## src/rtl/sprite_line_scheduler_pkg.sv

```systemverilog
// ============================================================================
// Module      : sprite_pkg
// Description : Shared constants, enums, row type and the ROM column mapping
//               helper for the sprite line scheduler.
// Revision    : 1.0 - initial release
// ============================================================================
`default_nettype none

package sprite_pkg;

    localparam int SPR_W = 18;
    localparam int SPR_H = 25;
    localparam int IDX_W = 4;
    localparam int COL_W = 5;

    typedef enum logic {
        SPR_BLUE = 1'b0,
        SPR_RED  = 1'b1
    } spr_id_t;

    typedef enum logic [2:0] {
        IDLE    = 3'd0,
        CHECK   = 3'd1,
        FETCH_B = 3'd2,
        DRAIN_B = 3'd3,
        FETCH_R = 3'd4,
        DRAIN_R = 3'd5
    } fetch_state_t;

    typedef logic [0:SPR_W-1][IDX_W-1:0] spr_row_t;

    // ROM column for a buffer column; a flipped sprite is read right-to-left
    function automatic logic [COL_W-1:0] map_col(input logic [COL_W-1:0] col,
                                                 input logic             flip);
        return flip ? (COL_W'(SPR_W - 1) - col) : col;
    endfunction

endpackage

`default_nettype wire

```

## src/rtl/sprite_line_scheduler_if.sv

```systemverilog
// ============================================================================
// Module      : sprite_line_scheduler_if
// Description : Sprite-ROM read port. Master issues row/col requests, slave
//               returns the palette index one cycle after each request.
// Revision    : 1.0 - initial release
// ============================================================================
`default_nettype none

interface sprite_line_scheduler_if;
    import sprite_pkg::*;

    logic                 rom_req;
    logic                 rom_sel;
    logic [COL_W-1:0]     rom_row;
    logic [COL_W-1:0]     rom_col;
    logic [IDX_W-1:0]     rom_data;

    modport master (output rom_req, rom_sel, rom_row, rom_col, input rom_data);
    modport slave  (input rom_req, rom_sel, rom_row, rom_col, output rom_data);
endinterface

`default_nettype wire

```

## src/rtl/sprite_line_scheduler_row_buffer.sv

```systemverilog
// ============================================================================
// Module      : sprite_row_buffer
// Description : Double-buffered row store for one sprite: two banks, valid
//               flags, latched x per bank, bank toggle, write port into the
//               back bank and combinational candidate lookup on the front.
// Revision    : 1.0 - initial release
// ============================================================================
`default_nettype none

module sprite_row_buffer
    import sprite_pkg::*;
#(
    parameter int X_W = 10
) (
    input  logic             clk,
    input  logic             reset_n,
    input  logic             swap,
    input  logic             abort,
    input  logic [X_W-1:0]   new_x,
    input  logic             wr_en,
    input  logic             wr_last,
    input  logic [COL_W-1:0] wr_col,
    input  logic [IDX_W-1:0] wr_data,
    input  logic [X_W-1:0]   draw_x,
    output logic             cand,
    output logic [IDX_W-1:0] cand_idx
);

    spr_row_t          r_bank [2];
    logic [X_W-1:0]    r_x    [2];
    logic [1:0]        r_valid;
    logic              r_front;

    logic              w_back;
    logic [X_W-1:0]    w_dx;
    logic              w_in_range;
    logic [IDX_W-1:0]  w_idx;

    assign w_back = ~r_front;

    // Pixel storage and latched x need no reset; only valid gates their use
    always_ff @(posedge clk) begin
        if (swap) begin
            r_x[r_front] <= new_x;
        end
        if (wr_en) begin
            r_bank[w_back][wr_col] <= wr_data;
        end
    end

    // Bank toggle and valid flags; the incoming back bank is invalid until refilled
    always_ff @(posedge clk or negedge reset_n) begin
        if (!reset_n) begin
            r_front <= 1'b0;
            r_valid <= 2'b00;
        end else if (swap) begin
            r_front          <= ~r_front;
            r_valid[r_front] <= 1'b0;
            if (abort) begin
                r_valid[w_back] <= 1'b0;
            end
        end else if (wr_en && wr_last) begin
            r_valid[w_back] <= 1'b1;
        end
    end

    // Front-bank lookup; an unsigned wrap of dx lands far out of range
    always_comb begin
        w_dx       = draw_x - r_x[r_front];
        w_in_range = (w_dx < X_W'(SPR_W));
        w_idx      = w_in_range ? r_bank[r_front][w_dx[COL_W-1:0]] : '0;
        cand       = r_valid[r_front] && w_in_range && (w_idx != '0);
        cand_idx   = w_idx;
    end

endmodule

`default_nettype wire

```

## src/rtl/sprite_line_scheduler.sv

```systemverilog
// ============================================================================
// Module      : sprite_line_scheduler
// Description : Per-scanline fetch scheduler for the blue and red tank
//               sprites. Arbitrates the shared sprite ROM during hblank and
//               serves a registered, red-over-blue pixel index in active video.
//               Optional macro SPRITE_FLIP_EN adds per-sprite horizontal flip.
// Revision    : 1.0 - initial release
// ============================================================================
`default_nettype none

module sprite_line_scheduler
    import sprite_pkg::*;
#(
    parameter int X_W = 10,
    parameter int Y_W = 10
) (
    input  logic                     clk,
    input  logic                     reset_n,
    input  logic                     line_start,
    input  logic [Y_W-1:0]           next_y,
    input  logic [X_W-1:0]           blue_x,
    input  logic [X_W-1:0]           red_x,
    input  logic [Y_W-1:0]           blue_y,
    input  logic [Y_W-1:0]           red_y,
`ifdef SPRITE_FLIP_EN
    input  logic                     blue_flip,
    input  logic                     red_flip,
`endif
    sprite_line_scheduler_if.master  rom,
    input  logic [X_W-1:0]           draw_x,
    output logic                     pix_hit,
    output logic                     pix_sel,
    output logic [IDX_W-1:0]         pix_idx,
    output logic                     busy
);

    localparam logic [COL_W-1:0] COL_LAST = COL_W'(SPR_W - 1);

    fetch_state_t      r_state;
    logic [Y_W-1:0]    r_ny;
    logic [COL_W-1:0]  r_col;
    logic [COL_W-1:0]  r_row_r;
    logic              r_hit_b;
    logic              r_hit_r;
    logic              r_rom_req;
    logic              r_rom_sel;
    logic [COL_W-1:0]  r_rom_row;
    logic [COL_W-1:0]  r_rom_col;
    logic              r_ret_vld;
    logic              r_ret_sel;
    logic [COL_W-1:0]  r_ret_col;

    logic [Y_W-1:0]    w_row_b;
    logic [Y_W-1:0]    w_row_r;
    logic              w_hit_b;
    logic              w_hit_r;
    logic              w_flip_b;
    logic              w_flip_r;
    logic              w_abort;
    logic              w_wr;
    logic              w_wr_last;
    logic              w_cand_b;
    logic              w_cand_r;
    logic [IDX_W-1:0]  w_idx_b;
    logic [IDX_W-1:0]  w_idx_r;

`ifdef SPRITE_FLIP_EN
    logic              r_flip_b;
    logic              r_flip_r;

    // Flip settings are held for the whole line being fetched
    always_ff @(posedge clk or negedge reset_n) begin
        if (!reset_n) begin
            r_flip_b <= 1'b0;
            r_flip_r <= 1'b0;
        end else if (line_start) begin
            r_flip_b <= blue_flip;
            r_flip_r <= red_flip;
        end
    end

    assign w_flip_b = r_flip_b;
    assign w_flip_r = r_flip_r;
`else
    assign w_flip_b = 1'b0;
    assign w_flip_r = 1'b0;
`endif

    // Row offsets wrap when the tank sits below the line, so one compare suffices
    assign w_row_b = r_ny - blue_y;
    assign w_row_r = r_ny - red_y;
    assign w_hit_b = (w_row_b < Y_W'(SPR_H));
    assign w_hit_r = (w_row_r < Y_W'(SPR_H));

    // A new line request always wins over a return still in flight
    assign w_abort   = line_start && (r_state != IDLE);
    assign w_wr      = r_ret_vld && !line_start;
    assign w_wr_last = (r_ret_col == COL_LAST);
    assign busy      = (r_state != IDLE);

    assign rom.rom_req = r_rom_req;
    assign rom.rom_sel = r_rom_sel;
    assign rom.rom_row = r_rom_row;
    assign rom.rom_col = r_rom_col;

    // Fetch FSM with registered ROM strobes and a one-cycle return tracker
    always_ff @(posedge clk or negedge reset_n) begin
        if (!reset_n) begin
            r_state   <= IDLE;
            r_ny      <= '0;
            r_col     <= '0;
            r_row_r   <= '0;
            r_hit_b   <= 1'b0;
            r_hit_r   <= 1'b0;
            r_rom_req <= 1'b0;
            r_rom_sel <= SPR_BLUE;
            r_rom_row <= '0;
            r_rom_col <= '0;
            r_ret_vld <= 1'b0;
            r_ret_sel <= SPR_BLUE;
            r_ret_col <= '0;
        end else begin
            r_ret_vld <= r_rom_req && !line_start;
            r_ret_sel <= r_rom_sel;
            r_ret_col <= r_col;
            if (line_start) begin
                r_state   <= CHECK;
                r_ny      <= next_y;
                r_rom_req <= 1'b0;
                r_col     <= '0;
            end else begin
                case (r_state)
                    CHECK: begin
                        r_hit_b   <= w_hit_b;
                        r_hit_r   <= w_hit_r;
                        r_row_r   <= w_row_r[COL_W-1:0];
                        r_state   <= FETCH_B;
                        r_rom_req <= w_hit_b;
                        r_rom_sel <= SPR_BLUE;
                        r_rom_row <= w_row_b[COL_W-1:0];
                        r_col     <= '0;
                        r_rom_col <= map_col('0, w_flip_b);
                    end
                    FETCH_B: begin
                        if (r_hit_b && (r_col != COL_LAST)) begin
                            r_col     <= r_col + 1'b1;
                            r_rom_col <= map_col(r_col + 1'b1, w_flip_b);
                        end else if (r_hit_b) begin
                            r_rom_req <= 1'b0;
                            r_state   <= DRAIN_B;
                        end else begin
                            r_state   <= FETCH_R;
                            r_rom_req <= r_hit_r;
                            r_rom_sel <= SPR_RED;
                            r_rom_row <= r_row_r;
                            r_col     <= '0;
                            r_rom_col <= map_col('0, w_flip_r);
                        end
                    end
                    DRAIN_B: begin
                        r_state   <= FETCH_R;
                        r_rom_req <= r_hit_r;
                        r_rom_sel <= SPR_RED;
                        r_rom_row <= r_row_r;
                        r_col     <= '0;
                        r_rom_col <= map_col('0, w_flip_r);
                    end
                    FETCH_R: begin
                        if (r_hit_r && (r_col != COL_LAST)) begin
                            r_col     <= r_col + 1'b1;
                            r_rom_col <= map_col(r_col + 1'b1, w_flip_r);
                        end else if (r_hit_r) begin
                            r_rom_req <= 1'b0;
                            r_state   <= DRAIN_R;
                        end else begin
                            r_state   <= IDLE;
                        end
                    end
                    DRAIN_R: r_state <= IDLE;
                    default: r_state <= IDLE;
                endcase
            end
        end
    end

    sprite_row_buffer #(.X_W(X_W)) u_blue (
        .clk      (clk),
        .reset_n  (reset_n),
        .swap     (line_start),
        .abort    (w_abort),
        .new_x    (blue_x),
        .wr_en    (w_wr && (r_ret_sel == SPR_BLUE)),
        .wr_last  (w_wr_last),
        .wr_col   (r_ret_col),
        .wr_data  (rom.rom_data),
        .draw_x   (draw_x),
        .cand     (w_cand_b),
        .cand_idx (w_idx_b)
    );

    sprite_row_buffer #(.X_W(X_W)) u_red (
        .clk      (clk),
        .reset_n  (reset_n),
        .swap     (line_start),
        .abort    (w_abort),
        .new_x    (red_x),
        .wr_en    (w_wr && (r_ret_sel == SPR_RED)),
        .wr_last  (w_wr_last),
        .wr_col   (r_ret_col),
        .wr_data  (rom.rom_data),
        .draw_x   (draw_x),
        .cand     (w_cand_r),
        .cand_idx (w_idx_r)
    );

    // Registered pixel output; red is drawn on top of blue
    always_ff @(posedge clk or negedge reset_n) begin
        if (!reset_n) begin
            pix_hit <= 1'b0;
            pix_sel <= SPR_BLUE;
            pix_idx <= '0;
        end else if (w_cand_r) begin
            pix_hit <= 1'b1;
            pix_sel <= SPR_RED;
            pix_idx <= w_idx_r;
        end else if (w_cand_b) begin
            pix_hit <= 1'b1;
            pix_sel <= SPR_BLUE;
            pix_idx <= w_idx_b;
        end else begin
            pix_hit <= 1'b0;
            pix_sel <= SPR_BLUE;
            pix_idx <= '0;
        end
    end

endmodule

`default_nettype wire

```

## src/flat_wrapper.sv

```systemverilog
// flat-port wrapper written by rule: the top's interface ports become plain ports
module sprite_line_scheduler_flat import sprite_pkg::*;
#(
    parameter int X_W = 10,
    parameter int Y_W = 10
)
  (clk, reset_n, line_start, next_y, blue_x, red_x, blue_y, red_y, draw_x, pix_hit, pix_sel, pix_idx, busy, rom_rom_req, rom_rom_sel, rom_rom_row, rom_rom_col, rom_rom_data);
  sprite_line_scheduler_if rom_i ();
  input  logic clk;
  input  logic reset_n;
  input  logic line_start;
  input  logic [Y_W-1:0] next_y;
  input  logic [X_W-1:0] blue_x;
  input  logic [X_W-1:0] red_x;
  input  logic [Y_W-1:0] blue_y;
  input  logic [Y_W-1:0] red_y;
  input  logic [X_W-1:0] draw_x;
  output logic pix_hit;
  output logic pix_sel;
  output logic [IDX_W-1:0] pix_idx;
  output logic busy;
  output wire logic [$bits(rom_i.rom_req)-1:0] rom_rom_req;
  output wire logic [$bits(rom_i.rom_sel)-1:0] rom_rom_sel;
  output wire logic [$bits(rom_i.rom_row)-1:0] rom_rom_row;
  output wire logic [$bits(rom_i.rom_col)-1:0] rom_rom_col;
  input wire logic [$bits(rom_i.rom_data)-1:0] rom_rom_data;
  assign rom_rom_req = rom_i.rom_req;
  assign rom_rom_sel = rom_i.rom_sel;
  assign rom_rom_row = rom_i.rom_row;
  assign rom_rom_col = rom_i.rom_col;
  assign rom_i.rom_data = rom_rom_data;
  sprite_line_scheduler #(.X_W(X_W), .Y_W(Y_W)) u_core (.clk(clk), .reset_n(reset_n), .line_start(line_start), .next_y(next_y), .blue_x(blue_x), .red_x(red_x), .blue_y(blue_y), .red_y(red_y), .rom(rom_i), .draw_x(draw_x), .pix_hit(pix_hit), .pix_sel(pix_sel), .pix_idx(pix_idx), .busy(busy));
endmodule
```

## config.mk

```make
export PLATFORM = sky130hd
export DESIGN_NAME = sprite_line_scheduler_flat
export DESIGN_NICKNAME = d
export VERILOG_FILES = /design/src/rtl/sprite_line_scheduler_pkg.sv /design/src/rtl/sprite_line_scheduler_if.sv /design/src/rtl/sprite_line_scheduler_row_buffer.sv /design/src/rtl/sprite_line_scheduler.sv /design/src/flat_wrapper.sv
export SDC_FILE = /design/constraint.sdc
export NUM_CORES = 1
export LEC_CHECK = 0
export CORE_ASPECT_RATIO = 2
export CORE_MARGIN = 2
export CORE_UTILIZATION = 54
export CTS_CLUSTER_SIZE = 14
export DETAILED_ROUTE_END_ITERATION = 10
export GPL_TIMING_DRIVEN = 0
export PLACE_DENSITY = 0.76
export SYNTH_ARGS = -nofsm -noshare
export SYNTH_HDL_FRONTEND = slang
export SYNTH_SLANG_ARGS = --single-unit
```

## constraint.sdc

```tcl
create_clock -name clk -period 4.2 [get_ports clk]
set_input_delay 0.84 -clock clk [delete_from_list [all_inputs] [get_ports clk]]
set_output_delay 0.84 -clock clk [all_outputs]
set_load 0.03 [all_outputs]
```

==> results.sh <==
export IMPL_cts_hold_buf=0
export IMPL_grt_first_pass_wirelength_um=57300
export IMPL_synthMuxAreaShare_pct=12.4
export IMPL_ys_seq_elements=384
export IMPL_grt_setup_unrepaired="false"
export IMPL_avgSynthCellArea_um2=15.7
export IMPL_synth_edf_count=328
export IMPL_dp_hpwl_um=28100
export IMPL_die_area_um2=32800
export IMPL_finalWorstSetupSlack_ns=0.0885
export IMPL_clockBufferDepth=3
export IMPL_worstPathRequired_ns=4.60
export IMPL_synth_yosys_seq_area_share_pct=66.6
export IMPL_hold_viol=0
export IMPL_dp_cells=1582
export IMPL_slowest_delay_ns=0.53
export IMPL_finalNetCount=1311
export IMPL_drtPass1Iterations=6
export IMPL_synth_simple_gate_area_share_pct=7.04
export IMPL_clock_sinks=384
export IMPL_synth_top_family_by_area="multiplexers"
export IMPL_peakVddDrop_mv=0.374
export IMPL_io_buffers=84
export IMPL_fmaxAchievable_mhz=243
export IMPL_post_place_ws_ns=-1.31
export IMPL_critPathBufInv=4
export IMPL_layout_commonest_cell="edfxtp_1"
export IMPL_route_detailed_drc=0
export IMPL_cp_data_arrival_time_ns=4.51
export IMPL_end_kind="register"
export IMPL_r2r_start="u_core.u_red.r_front$_DFFE_PN0P_"
export IMPL_grt_antenna_before_repair=0
export IMPL_async_flop_share_pct=14.6
export IMPL_syn_to_final_growth_pct=15.8
export IMPL_setup_viol=0
export IMPL_setup_tns_ns=0
export IMPL_fin_util_pct=63.4
export IMPL_insertion_delay_ns=0.52
export IMPL_status="finished clean"
export IMPL_coreArea_um2=30900
export IMPL_diodes=0
export IMPL_endpoint="u_core.pix_hit$_DFF_PN0_"
export IMPL_maxCapViolCount=0
export IMPL_synth_compound_area_share_pct=6.96
export IMPL_path_cells="buf_6, buf_4, mux2_2, ha_2, inv_1, fa_1, and2_1, buf_1, a22o_1, o22ai_1, o31ai_1, o2bb2ai_1, o41a_1, a21o_1"
export IMPL_power_leakage_nw=6.80
export IMPL_numCtsBuffers=35
export IMPL_grt_remaining_overflow=0
export IMPL_die_w_um=129
export IMPL_fp_row_count=91
export IMPL_r2r_cells=14
export IMPL_synth_xor_xnor_area_share_pct=1.50
export IMPL_instances_no_fill=1641
export IMPL_cp_startpoint="u_core.u_red.r_front$_DFFE_PN0P_"
export IMPL_wl_per_cell_um=23.0
export IMPL_cp_depth=14
export IMPL_cts_tree="built"
export IMPL_grt_use_total_pct=23.7
export IMPL_postSynthCellCount=1075
export IMPL_synth_area_um2=16900
export IMPL_grt_pass1_vias=10200
export IMPL_period_needed_ns=4.11
export IMPL_finalMaxSlewViolations=0
export IMPL_grt_max_degree=55
export IMPL_final_period_utilization_pct=97.9
export IMPL_synth_flop_cell="edfxtp_1"
export IMPL_gp_congestion=0.924
export IMPL_cts_root_buf="clkbuf_16"
export IMPL_viasPerCell=5.89
export IMPL_synth_fa_ha_area_share_pct=3.29
export IMPL_nFillCells=2157
export IMPL_via_count=9670
export IMPL_finalWirelength_um=37700
export IMPL_ys_types=67
export IMPL_holdWs_ns=0.403
export IMPL_skew_ns=0.0202
export IMPL_initial_utilization_pct=54.7
export IMPL_synth_nets=1184
export IMPL_drive_gt1_share_pct=15.5
export IMPL_timing_rr_end="u_core.pix_hit$_DFF_PN0_"
export IMPL_power_density_nw_per_um2=572
export IMPL_worst_pin_slew_ns=0.829
export IMPL_yosys_warnings=0
export IMPL_ios=86
export IMPL_crit_slowest_cell="o41a_1"
export IMPL_drt_iter0_markers=860
export IMPL_mostFrequentLayoutCells="edfxtp_1, nor2_1, clkdlybuf4s50_1"
export IMPL_hp_class="input port to async pin"
export IMPL_crit_family="compound AO/OA/AOI/OAI gates"
export IMPL_cp_start_kind="register"
export IMPL_slew_headroom_pct=44.5
export IMPL_rrSetupSlack_ns=0.09
export IMPL_cts_htree_levels=2
export IMPL_die_height_um=254
export IMPL_ant_nets=0
export IMPL_path_max_fanout=18
export IMPL_timing_worst_setup_path_type="register to register"
export IMPL_clk_pin_slew_ns=0.07
-- final cells by class --
cell class | instances | area [um2] | share of cell area [%]
sequential | 384 | 11300 | 57.5
multi-input combinational | 605 | 5380 | 27.5
clock buffer | 50 | 952 | 4.87
timing repair buffer | 92 | 938 | 4.80
tap | 418 | 523 | 2.67
buffer | 42 | 265 | 1.36
inverter | 42 | 158 | 0.806
clock inverter | 8 | 97.6 | 0.499
-- report_power, final --
part           switching (W)  internal, W
combinational        0.00208      0.00174
clock                0.00133      0.00170
sequential         0.0000536      0.00428
-- logic make-up (layout without fill, tap and decap cells) --
group,after synthesis,count (layout)
AOI/OAI and AO/OA,168,168
xor gates and xnor gates,29,29
adders and majority gates,42,42
buffers and inverters,86,234
DFF,384,384
muxes,113,113
and+or+nand+nor,253,253
-- worst register-to-register path: stages (launching register included) --
cell and delay, ns:
dfrtp_1 0.35, buf_6 0.27, buf_4 0.26, mux2_2 0.36
ha_2 0.18, inv_1 0.07, fa_1 0.49, and2_1 0.19
buf_1 0.22, a22o_1 0.31, o22ai_1 0.22, o31ai_1 0.16
o2bb2ai_1 0.19, o41a_1 0.53, a21o_1 0.21
-- how the worst min path moves through the flow --
stage,endpoint,slack [ns],depth (start not counted),startpoint
floorplan,u_core.r_ret_col[1]$_DFF_PN0_,0.42,0,u_core.r_col[1]$_DFFE_PN0P_
global placement,u_core.r_ret_sel$_DFF_PN0_,0.38,0,u_core.rom.rom_sel$_DFFE_PN0P_
detailed placement,u_core.r_ret_sel$_DFF_PN0_,0.40,0,u_core.rom.rom_sel$_DFFE_PN0P_
CTS,u_core.r_ny[7]$_DFFE_PN0P_,0.41,1,reset_n
global route,u_core.r_ret_sel$_DFF_PN0_,0.45,0,u_core.rom.rom_sel$_DFFE_PN0P_
finish,u_core.r_ny[8]$_DFFE_PN0P_,0.40,1,reset_n
-- flip-flops by register name, summed over array words and instances, names as in the netlist, 2 cells and up --
register,count
u_core.r_ret_col,5
u_core.u_red.r_bank,144
u_core.pix_idx,4
u_core.u_red.r_valid,2
u_core.rom.rom_col,5
u_core.u_red.r_x,20
u_core.r_col,5
u_core.u_blue.r_bank,144
u_core.u_blue.r_valid,2
u_core.u_blue.r_x,20
u_core.rom.rom_row,5
u_core.r_state,3
u_core.r_ny,10
u_core.r_row_r,5
-- cells in the mapped netlist (all sizes together) (5+ instances only) --
cell       n  area [um2]
nor2     105         394
mux2      14         158
buf       19         114
dfrtp     56        1400
ha        38         475
xor2      17         149
mux4      76        1710
nand2     53         199
clkbuf    25        95.1
a211oi    11        87.6
a22o      12         105
and2       6        37.5
edfxtp   328        9850
or3        9        56.3
nor3      10        55.1
xnor2     12         105
inv       42         158
a21o      14         105
nor2b     21         131
a21oi     20         100
o22ai      6        37.5
or2        5        31.3
a311oi     7        61.3
o2bb2ai    8        70.1
o21ai     41         205
o21a      10        75.1
nand3     16        80.1
nand2b     8        50.1
mux2i     23         230
o31ai      7        52.6
-- per-stage QoR --
step	power, W	instance area [um2]
2_1_floorplan	0.00697	16900
3_3_place_gp	0.00796	18300
3_5_place_dp	0.00803	18300
4_1_cts	0.0111	19500
5_1_grt	0.0116	19600
6_report	0.0112	19600
-- routing by layer --
metal | track usage, % | up-vias | part of all wire, %
met5 | 0 | - | 0
met1 | 23.4 | 4865 | 32
li1 | - | 4414 | -
met4 | 9.38 | 0 | 3.8
met3 | 2.96 | 90 | 4.0
met2 | 48.1 | 301 | 60
-- what timing repair did --
item | 4_1_cts | 5_1_grt
pin swaps | 2 | 1
setup endpoints to repair | 6 | 6
gates resized for setup | 31 | 17
setup buffers | 2 | 1
Power figures use the tool's default switching activity.
